===== config.mk =====
export PLATFORM = sky130hd
export DESIGN_NAME = imem_loader
export DESIGN_NICKNAME = d
export VERILOG_FILES = /design/src/rtl/imem_loader.sv
export SDC_FILE = /design/constraint.sdc
export NUM_CORES = 1
export LEC_CHECK = 0
export BUFFER_PORTS_ARGS = -buffer_cell sky130_fd_sc_hd__buf_4
export CAP_MARGIN = 25
export CORE_MARGIN = 2
export CORE_UTILIZATION = 55
export DETAILED_ROUTE_END_ITERATION = 10
export GPL_TIMING_DRIVEN = 1
export PLACE_DENSITY = 0.82
export SLEW_MARGIN = 20
export SYNTH_ARGS = -nofsm -noshare
export SYNTH_HDL_FRONTEND = slang
export SYNTH_SLANG_ARGS = --single-unit

===== constraint.sdc =====
create_clock -name clk -period 3.05 [get_ports clk]
set_input_delay 0.1525 -clock clk [delete_from_list [all_inputs] [get_ports clk]]
set_output_delay 0.1525 -clock clk [all_outputs]
set_load 0.01 [all_outputs]

===== src/rtl/imem_loader.sv =====
// imem_loader: assembles UART bytes (MSB first) into 32-bit words and writes them to instruction memory
module imem_loader #(
  parameter int len_addr = 32,
  parameter int len_data = 32,
  parameter int ram_depth = 2048,
  parameter logic [len_data-1:0] halt_word = {len_data{1'b1}}
) (
  input  logic                clk,
  input  logic                rst_n,
  input  logic                start,
  input  logic                rx_done,
  input  logic [7:0]          rx_data,
  output logic                wr_en,
  output logic [len_addr-1:0] wr_addr,
  output logic [len_data-1:0] wr_data,
  output logic                busy,
  output logic                load_done,
  output logic                overflow
);
  localparam logic [1:0] IDLE = 2'd0, RECV = 2'd1, WRITE = 2'd2, DONE = 2'd3;
  localparam logic [len_addr-1:0] last_addr = len_addr'(ram_depth - 1);
  logic [1:0] state, byte_cnt;
  logic [len_addr-1:0] word_cnt;
  logic [23:0] shreg;
  logic take;
  // bytes are accepted in WRITE too, so a full-rate stream loses nothing
  assign take = rx_done && (state == RECV || state == WRITE);
  assign wr_en = state == WRITE;
  assign busy = state == RECV || state == WRITE;
  assign load_done = state == DONE;
  // byte assembly, word addressing and load sequencing
  always_ff @(posedge clk or negedge rst_n) begin
    if (!rst_n) begin
      state <= IDLE;
      byte_cnt <= '0;
      word_cnt <= '0;
      shreg <= '0;
      wr_addr <= '0;
      wr_data <= '0;
      overflow <= 1'b0;
    end else begin
      if (take) begin
        shreg <= {shreg[15:0], rx_data};
        byte_cnt <= byte_cnt + 2'd1;
      end
      case (state)
        IDLE, DONE: if (start) begin
          state <= RECV;
          word_cnt <= '0;
          byte_cnt <= '0;
          overflow <= 1'b0;
        end
        RECV: if (rx_done && byte_cnt == 2'd3) begin
          state <= WRITE;
          wr_addr <= word_cnt;
          wr_data <= {shreg, rx_data};
        end
        default: if (wr_data == halt_word) state <= DONE;
        else if (word_cnt == last_addr) begin
          state <= DONE;
          overflow <= 1'b1;
        end else begin
          word_cnt <= word_cnt + 1'b1;
          state <= RECV;
        end
      endcase
    end
  end
endmodule


# After elaboration in Yosys (flattened, before gate mapping)
# Cells that the tools add are included.
# word_totals
elab_cells	46
regBits	125
# op_classes
reduce_logical	10
n_mux	16
bitwise	1
eq_ne	10
n_addsub	2
# ops
op	n
$mux 32	3
$pmux 32 s2	1
$add 32x1->32 const B	1
$eq 32x11->1 const B	1
$eq 32x32->1 const B	1
$mux 2	7
$reduce_and 4->1	2
$eq 2x2->1 const B	3
$ne 2x1->1 const B	3
$pmux 2 s2	1
$reduce_and 2->1	2
$mux 1	3
$add 2x1->2 const B	1
$eq 2x1->1 const B	1
$logic_and 1x1->1	2
$logic_not 2->1	1
$ne 2x2->1 const B	1
$pmux 1 s2	1
$reduce_bool 2->1	1
$reduce_or 2->1	1
$logic_or 1x1->1	1
$not 1->1	1

# Depth between registers and ports, before layout
# Gate-level depths: netlist of run 1.
# logic_depth
ltp_word	6
ltp_mapped	9

# Worst setup path after synthesis of run 1
# Ideal clock, no wire load.
# synth_path
kind	register to register
start	register state[0]
end	register word_cnt[13]
setup_ps	110
t_arrival_ps	2342
path_buffers	1
path_stages_with_launch	9
setup_slack_ps	598
cell_sequence	dfrtp_1 inv_1 ha_1 inv_1 nor2_1 a211oi_1 nand3_1 buf_4 o41ai_1
# synth_between
elab_chain_cells	4
# synth_rtl
element	line	text
start: declaration	22	logic [1:0] state, byte_cnt;
start signal: assignment	34	state <= IDLE;
start signal: assignment	48	state <= RECV;
start signal: assignment	54	state <= WRITE;
$eq 2x2->1 / $logic_not 2->1 (equally long branches)	46	case (state)
$reduce_or 2->1	46	
$ne 2x1->1 (no line) / $ne 2x2->1 (equally long branches)	-	
$reduce_and 4->1 (no line)	-	
end signal: assignment	63	word_cnt <= word_cnt + 1'b1;
end: declaration	23	logic [len_addr-1:0] word_cnt;
# Parallel ways exist; a longest one is shown, timed or not.
# A chain may end at the register's enable or synchronous reset.

# Final worst setup path of run 1
# layout_path
start	register word_cnt[21]
end	register word_cnt[25]
# layout_between
elab_chain_cells	4
# layout_rtl
element	line	text
$add 32x1->32	63	
$mux 32	59	else if (word_cnt == last_addr) begin
$mux 32	58	default: if (wr_data == halt_word) state <= DONE;
$pmux 32 s2	46	
# Parallel ways exist; a longest one is shown, timed or not. The select of a mux whose other input is x is not followed.

==> run summary, run 1 <==
status -> finished, final reports clean
dpl hpwl -> 8100 um
Pint -> 4.37 mW
Synth Area in Simple Gates -> 0.0920
clock power share -> 0.316
core box area -> 9730 um2
Final nets -> 558
Fillers -> 680
clk sinks -> 125
Starting Density -> 0.566
worst-margin pin slew -> 0.812 ns
H-tree depth -> 4
wirelength, routed -> 12500 um
I/O Buffers -> 79
top-count cell post-synth -> dfrtp_1
root buf cell -> clkbuf_8
die area -> 10800 um2
commonest cells in the netlist -> dfrtp_1 (125), mux2_2 (87), o21ai_0 (29), nand2_1 (19)
Most used DFF post-synth -> dfrtp_1
post-synthesis sequential area ratio -> 0.568
average wire per standard cell -> 18.2 um
via count -> 4021
WS Path Type -> reg -> reg
Final Skew -> 0.00675 ns
first-pass GRT wire length -> 21100 um
Die H -> 104 um
layout cell share with drive strength beyond 1 -> 0.391
CP required -> 3.44 ns
Clk Latency, worst-skew pair -> 0.52 ns
TritonCTS buffer count -> 17
Top Ports -> 80
largest net degree at the start of global routing -> 66
Gate Count Post-Synth -> 448
Final GP Congestion -> 0.847
Max-Cap Viols -> 0
initial antenna violation count -> 0
DR pass1 iterations -> 5
XOR/XNOR Fraction of Synth Area -> 0.00159
multi-input logic area -> 2200 um2
Tcrit/Tclk final -> 0.927
clk buf depth -> 2
Starting DRT DRC Count -> 271
post-synthesis mux area share -> 0.189
Netlist cell types -> 38
synth warn -> 0
register share of total power -> 0.371
CP delay by family, top -> simple AND/OR/NAND/NOR gates
DRC -> 0
Final Max Slew Viols -> 0
RSZ-0062 raised after global routing -> no
Final TNS setup -> 0 ns
Rel. slew slack -> 0.459
Max IR drop VDD -> 0.563 mV
Buf/Inv on CP -> 1
Post-Syn Nets -> 467
Worst path depth -> 6
switching part of the total power -> 0.338
Reg clk slew, reported paths -> 0.06 ns
Sw Pwr -> 2.24 mW
GRT Residual Overflow -> 0
cell leakage power -> 3.29 nW
logic gate share of total power -> 0.313
n_diodes -> 0
Routed Antenna Nets -> 0
biggest area consumer among synthesized cells -> dfrtp_1
Cell Rows -> 36
Data arrival, critical path -> 3.22 ns
FMAX -> 354 MHz
Mapped Avg Cell Area -> 12.3 um2
top post-synthesis cells by area -> dfrtp_1 (57%), mux2_2 (18%), o21ai_0 (2.6%)
Synth top area share -> 0.568
Post-synth EDFFs -> 0
Worst path most repeated cell -> or4_1
CP startpoint kind -> flip-flop
Register Area -> 3130 um2
crit path cell chain -> or4_1 -> or4_1 -> or3_1 -> nand3_1 -> buf_4 -> o31ai_1
ys async rst share -> 1.00
max incr delay on CP -> 0.52 ns
post-synthesis adder-cell area fraction -> 0.0159
GRT Overall Usage -> 0.243
vias per cell -> 5.87
number of global-route vias before repair -> 4231
Critical Path Fanout Max -> 13
slowest CP cell -> or4_1
post-route minimum period -> 2.83 ns
hold path cells -> 3
Hold Crit Class -> in -> reg
final hold slack -> 0.0149 ns
Area growth syn-to-layout -> 26.6%
Die Width -> 104 um
Setup violations, final -> 0
Synth Area in Compound Gates -> 0.101
largest family of logic cells by synthesized area -> multiplexers
TritonCTS clock tree -> built
worst r2r path cells -> 6
Worst setup EP type -> flip-flop
post-synthesis register bit count -> 125
Syn Std Cell Area -> 5510 um2
Final Hold Vio Count -> 0
PwrDens -> 948 nW/um2
[cells in the final DEF, fill, tap and decap left out, types with 10 or more instances in the layout]
cell / Yosys / routed
o31ai_1: 18 / 18
nand3_1: 14 / 13
o21ai_0: 29 / 29
buf_4: 2 / 88
dlygate4sd3_1: 0 / 11
clkbuf_16: 0 / 16
mux2_2: 87 / 87
nand2_1: 19 / 19
a31oi_1: 10 / 10
dfrtp_1: 125 / 125
o21ai_1: 10 / 10
nand4_1: 15 / 15
nor2_1: 18 / 18
[registers in the layout (all words and copies together) (netlist names)]
name / count
word_cnt: 32
wr_data: 32
overflow: 1
byte_cnt: 2
shreg: 24
state: 2
wr_addr: 32
[path summary, 6_finish.rpt]
kind | startpoint | endpoint | slack, ns
hold / removal | rx_done | byte_cnt[1] | 0.01
hold reg to reg | wr_addr[8] | wr_addr[8] | 0.51
min in group asynchronous | rst_n | wr_addr[27] | 0.28
setup reg to reg | word_cnt[21] | word_cnt[25] | 0.22
max in group asynchronous | rst_n | word_cnt[31] | 1.99
setup / recovery | word_cnt[21] | word_cnt[25] | 0.22
[stage by stage]
step / cells / setup WS (ns) / instance area, um2 / utilization / power [mW]
6_report: 685 / 0.223 / 6970 / 0.717 / 6.61
2_1_floorplan: 448 / 0.598 / 5510 / - / 3.69
3_3_place_gp: 642 / 0.368 / 6250 / 0.642 / 4.37
4_1_cts: 685 / 0.274 / 6970 / 0.717 / 6.63
3_5_place_dp: 642 / 0.307 / 6250 / 0.642 / 4.48
5_1_grt: 685 / 0.0987 / 6970 / 0.717 / 6.97
[what timing repair did]
action / in CTS / in global routing
buffers inserted: 0 / 0
gates resized for setup: 0 / 0
endpoints found under the hold margin: 82 / 0
setup endpoints to repair: 0 / 0
hold buffers: 11 / 0
[kinds of logic (layout without fill, tap and decap cells)]
kind of cell | after synthesis | after routing
adders and majority gates | 7 | 7
and+or+nand+nor | 97 | 97
DFF | 125 | 125
muxes | 93 | 93
buffers and inverters | 37 | 141
xor gates and xnor gates | 1 | 1
AOI/OAI and AO/OA | 88 | 88
[power groups by stage]
stage / registers [mW] / logic, mW / clock network (mW)
4_1_cts: 2.45 / 2.07 / 2.11
3_3_place_gp: 2.43 / 1.93 / 0
2_1_floorplan: 2.44 / 1.25 / 0
5_1_grt: 2.51 / 2.26 / 2.20
6_report: 2.45 / 2.07 / 2.09
3_5_place_dp: 2.46 / 2.02 / 0
[final cells by class]
type,instances,area share
multi-input combinational,286,0.316
inverter,7,0.00377
clock inverter,15,0.0289
tap,133,0.0239
clock buffer,17,0.0594
sequential,125,0.449
timing repair buffer,102,0.119
[metal layers]
metal  part of all wire  vias up  wire length [um]  GRT usage
li1                   -     1845                 -          -
met1               0.41     2038              5110      0.296
met2               0.53      122              6590      0.426
met3              0.049       16               610     0.0595
met4              0.014        0               176     0.0782
met5                  0        -                 0          0
[worst reg2reg max path, delay by kind of cell, from the launching register on]
| kind | cells | cell delay [ns] |
|---|---|---|
| simple gates | 4 | 1.89 |
| flops | 1 | 0.46 |
| buf+inv | 1 | 0.26 |
| compound gates | 1 | 0.08 |
No activity file was read; power rests on OpenSTA's default activity.
==> run 2, diff against run 1 <==
--- a/config.mk
+++ b/config.mk
@@ -11,7 +11,7 @@
 export CORE_UTILIZATION = 55
 export DETAILED_ROUTE_END_ITERATION = 10
 export GPL_TIMING_DRIVEN = 1
-export PLACE_DENSITY = 0.82
+export PLACE_DENSITY = 0.77
 export SLEW_MARGIN = 20
 export SYNTH_ARGS = -nofsm -noshare
 export SYNTH_HDL_FRONTEND = slang
==> run summary, run 2 (synthesis gave the netlist of run 1 again) <==
Pint -> 4.19 mW (-4.2%)
worst-margin pin slew -> 0.750 ns (-0.0617 ns)
TritonCTS buffer count -> 17 (unchanged)
Rel. slew slack -> 0.496 (+0.0365)
layout cell share with drive strength beyond 1 -> 0.389 (-0.00181)
commonest non-fill, non-tap cells in the layout -> dfrtp_1 (125), buf_4 (88), mux2_2 (87)
met2 global-route usage -> 0.413 (-0.0136)
H-tree depth -> 4 (unchanged)
cell leakage power -> 3.25 nW (-1.1%)
Reg clk slew, reported paths -> 0.06 ns (about the same)
die area -> 10800 um2 (unchanged)
Critical Path Fanout Max -> 30 (+17)
average wire per standard cell -> 18.2 um (about the same)
Final Max Slew Viols -> 0 (unchanged)
logic gate share of total power -> 0.319 (+0.006)
Final nets -> 558 (unchanged)
PwrDens -> 930 nW/um2 (-1.9%)
vias per cell -> 5.91 (+0.72%)
Worst setup EP type -> flip-flop
Area growth syn-to-layout -> 25.5%
GRT Overall Usage -> 0.239 (-0.00361)
Starting Density -> 0.566 (unchanged)
Die H -> 104 um (unchanged)
TritonCTS clock tree -> built
gr busiest metal -> met2
Cell Rows -> 36 (unchanged)
Final GP Congestion -> 0.861 (+1.7%)
top flop regs -> word_cnt: 32 flops, wr_addr: 32 flops, wr_data: 32 flops
post-route minimum period -> 2.76 ns (-0.0673 ns)
GR Layer Usage met3 -> 0.0583 (-0.00125)
largest net degree at the start of global routing -> 62 (-6.1%)
root buf cell -> clkbuf_8
CP required -> 3.44 ns (about the same)
Max IR drop VDD -> 0.581 mV (+3.3%)
post-route cell area -> 6910 um2 (-0.86%)
initial antenna violation count -> 0 (unchanged)
Tcrit/Tclk final -> 0.905 (-0.0220)
switching part of the total power -> 0.348 (+0.00977)
met1 global-route usage -> 0.289 (-0.00709)
Starting DRT DRC Count -> 361 (+33%)
first-pass GRT wire length -> 20600 um (-2.5%)
I/O Buffers -> 79 (unchanged)
clk sinks -> 125 (unchanged)
number of global-route vias before repair -> 4237 (+0.14%)
post-placement cell area -> 6230 um2 (-0.32%)
RSZ-0062 raised after global routing -> no
pre-CTS setup slack -> 0.385 ns (+0.0779 ns)
Final TNS setup -> 0 ns (unchanged)
total chip power -> 6.43 mW (-2.8%)
clock power share -> 0.299 (-0.017)
commonest non-fill, non-tap cell in the layout -> dfrtp_1
final hold slack -> 0.160 ns (+0.145 ns)
clk buf depth -> 2 (unchanged)
DR pass1 iterations -> 5 (unchanged)
Hold Crit Class -> in -> async
Final Hold Vio Count -> 0 (unchanged)
setup ws final -> 0.290 ns (+0.0673 ns)
Max-Cap Viols -> 0 (unchanged)
Setup violations, final -> 0 (unchanged)
Setup Buffers After CTS -> 0 (unchanged)
DRC -> 0 (unchanged)
register share of total power -> 0.382 (+0.011)
status -> finished, final reports clean
Data arrival, critical path -> 3.15 ns (-0.07 ns)
Die Width -> 104 um (unchanged)
Clk Latency, worst-skew pair -> 0.52 ns (about the same)
wirelength, routed -> 12500 um (about the same)
core box area -> 9730 um2 (unchanged)
Routed Antenna Nets -> 0 (unchanged)
GRT Residual Overflow -> 0 (unchanged)
n_diodes -> 0 (unchanged)
Final Skew -> 0.0155 ns (+0.00875 ns)
CP startpoint kind -> flip-flop
via count -> 4050 (+0.72%)
WS Path Type -> reg -> reg
Top Ports -> 80 (unchanged)
Sw Pwr -> 2.24 mW (about the same)
FMAX -> 362 MHz (+2.4%)
dpl hpwl -> 8060 um (-0.53%)
## run 2: cell count changes in the layout (fill, tap and decap cells not counted), sizes merged
| cell | delta |
|---|---|
| dlygate4sd3 | +1 |
| inv | +1 |
| bufinv | -2 |
| clkinvlp | +2 |
| buf | -1 |
| clkinv | -1 |
## run 2: metrics by stage
step | cells | utilization
global placement | 641 | 0.640
CTS | 685 | 0.710
global route | 685 | 0.710
finish | 685 | 0.710
detailed placement | 641 | 0.640
floorplan | 448 | -
## run 2: power by group through the flow
stage / clock, mW / sequential [mW] / combinational (mW)
finish: 1.92 / 2.45 / 2.05
global route: 2.03 / 2.51 / 2.20
CTS: 1.95 / 2.44 / 2.04
detailed placement: 0 / 2.46 / 1.99
global placement: 0 / 2.44 / 1.92
floorplan: 0 / 2.44 / 1.25
## run 2: path summary, 6_finish.rpt
check | startpoint | slack [ns] | cells past startpoint | to
min in group clk | rx_data[5] | 0.42 | 3 | wr_data[5]
hold reg to reg | wr_addr[8] | 0.50 | 2 | wr_addr[8]
setup / recovery | word_cnt[21] | 0.29 | 7 | word_cnt[15]
setup reg to reg | word_cnt[21] | 0.29 | 7 | word_cnt[15]
hold / removal | rst_n | 0.16 | 2 | wr_addr[28]
max in group asynchronous | rst_n | 2.16 | 3 | wr_addr[9]
## run 2: worst max-delay path, cell delays in order, from the launching register on
cell and delay, ns:
dfrtp_1 0.47, or4_1 0.52, or4_1 0.41, or3_1 0.46, a21oi_4 0.18, buf_4 0.30
o21ai_0 0.18, o41ai_1 0.11
## run 2: final cells by class
class | instances | area [um2]
Fill cell | 692 | 2820
Timing Repair Buffer | 102 | 821
Clock inverter | 15 | 151
Inverter | 7 | 26.3
Tap cell | 133 | 166
Sequential cell | 125 | 3130
Clock buffer | 17 | 414
Multi-Input combinational cell | 286 | 2200
## run 2: timing repair
action	in CTS	in global routing
hold endpoints to repair	56	0
gates resized for setup	0	0
hold buffers	12	0
## run 2: routing by layer
metal,up-vias,share of wire
li1,1834,-
met1,2034,0.41
met2,153,0.52
met3,29,0.050
met4,0,0.019
met5,-,0
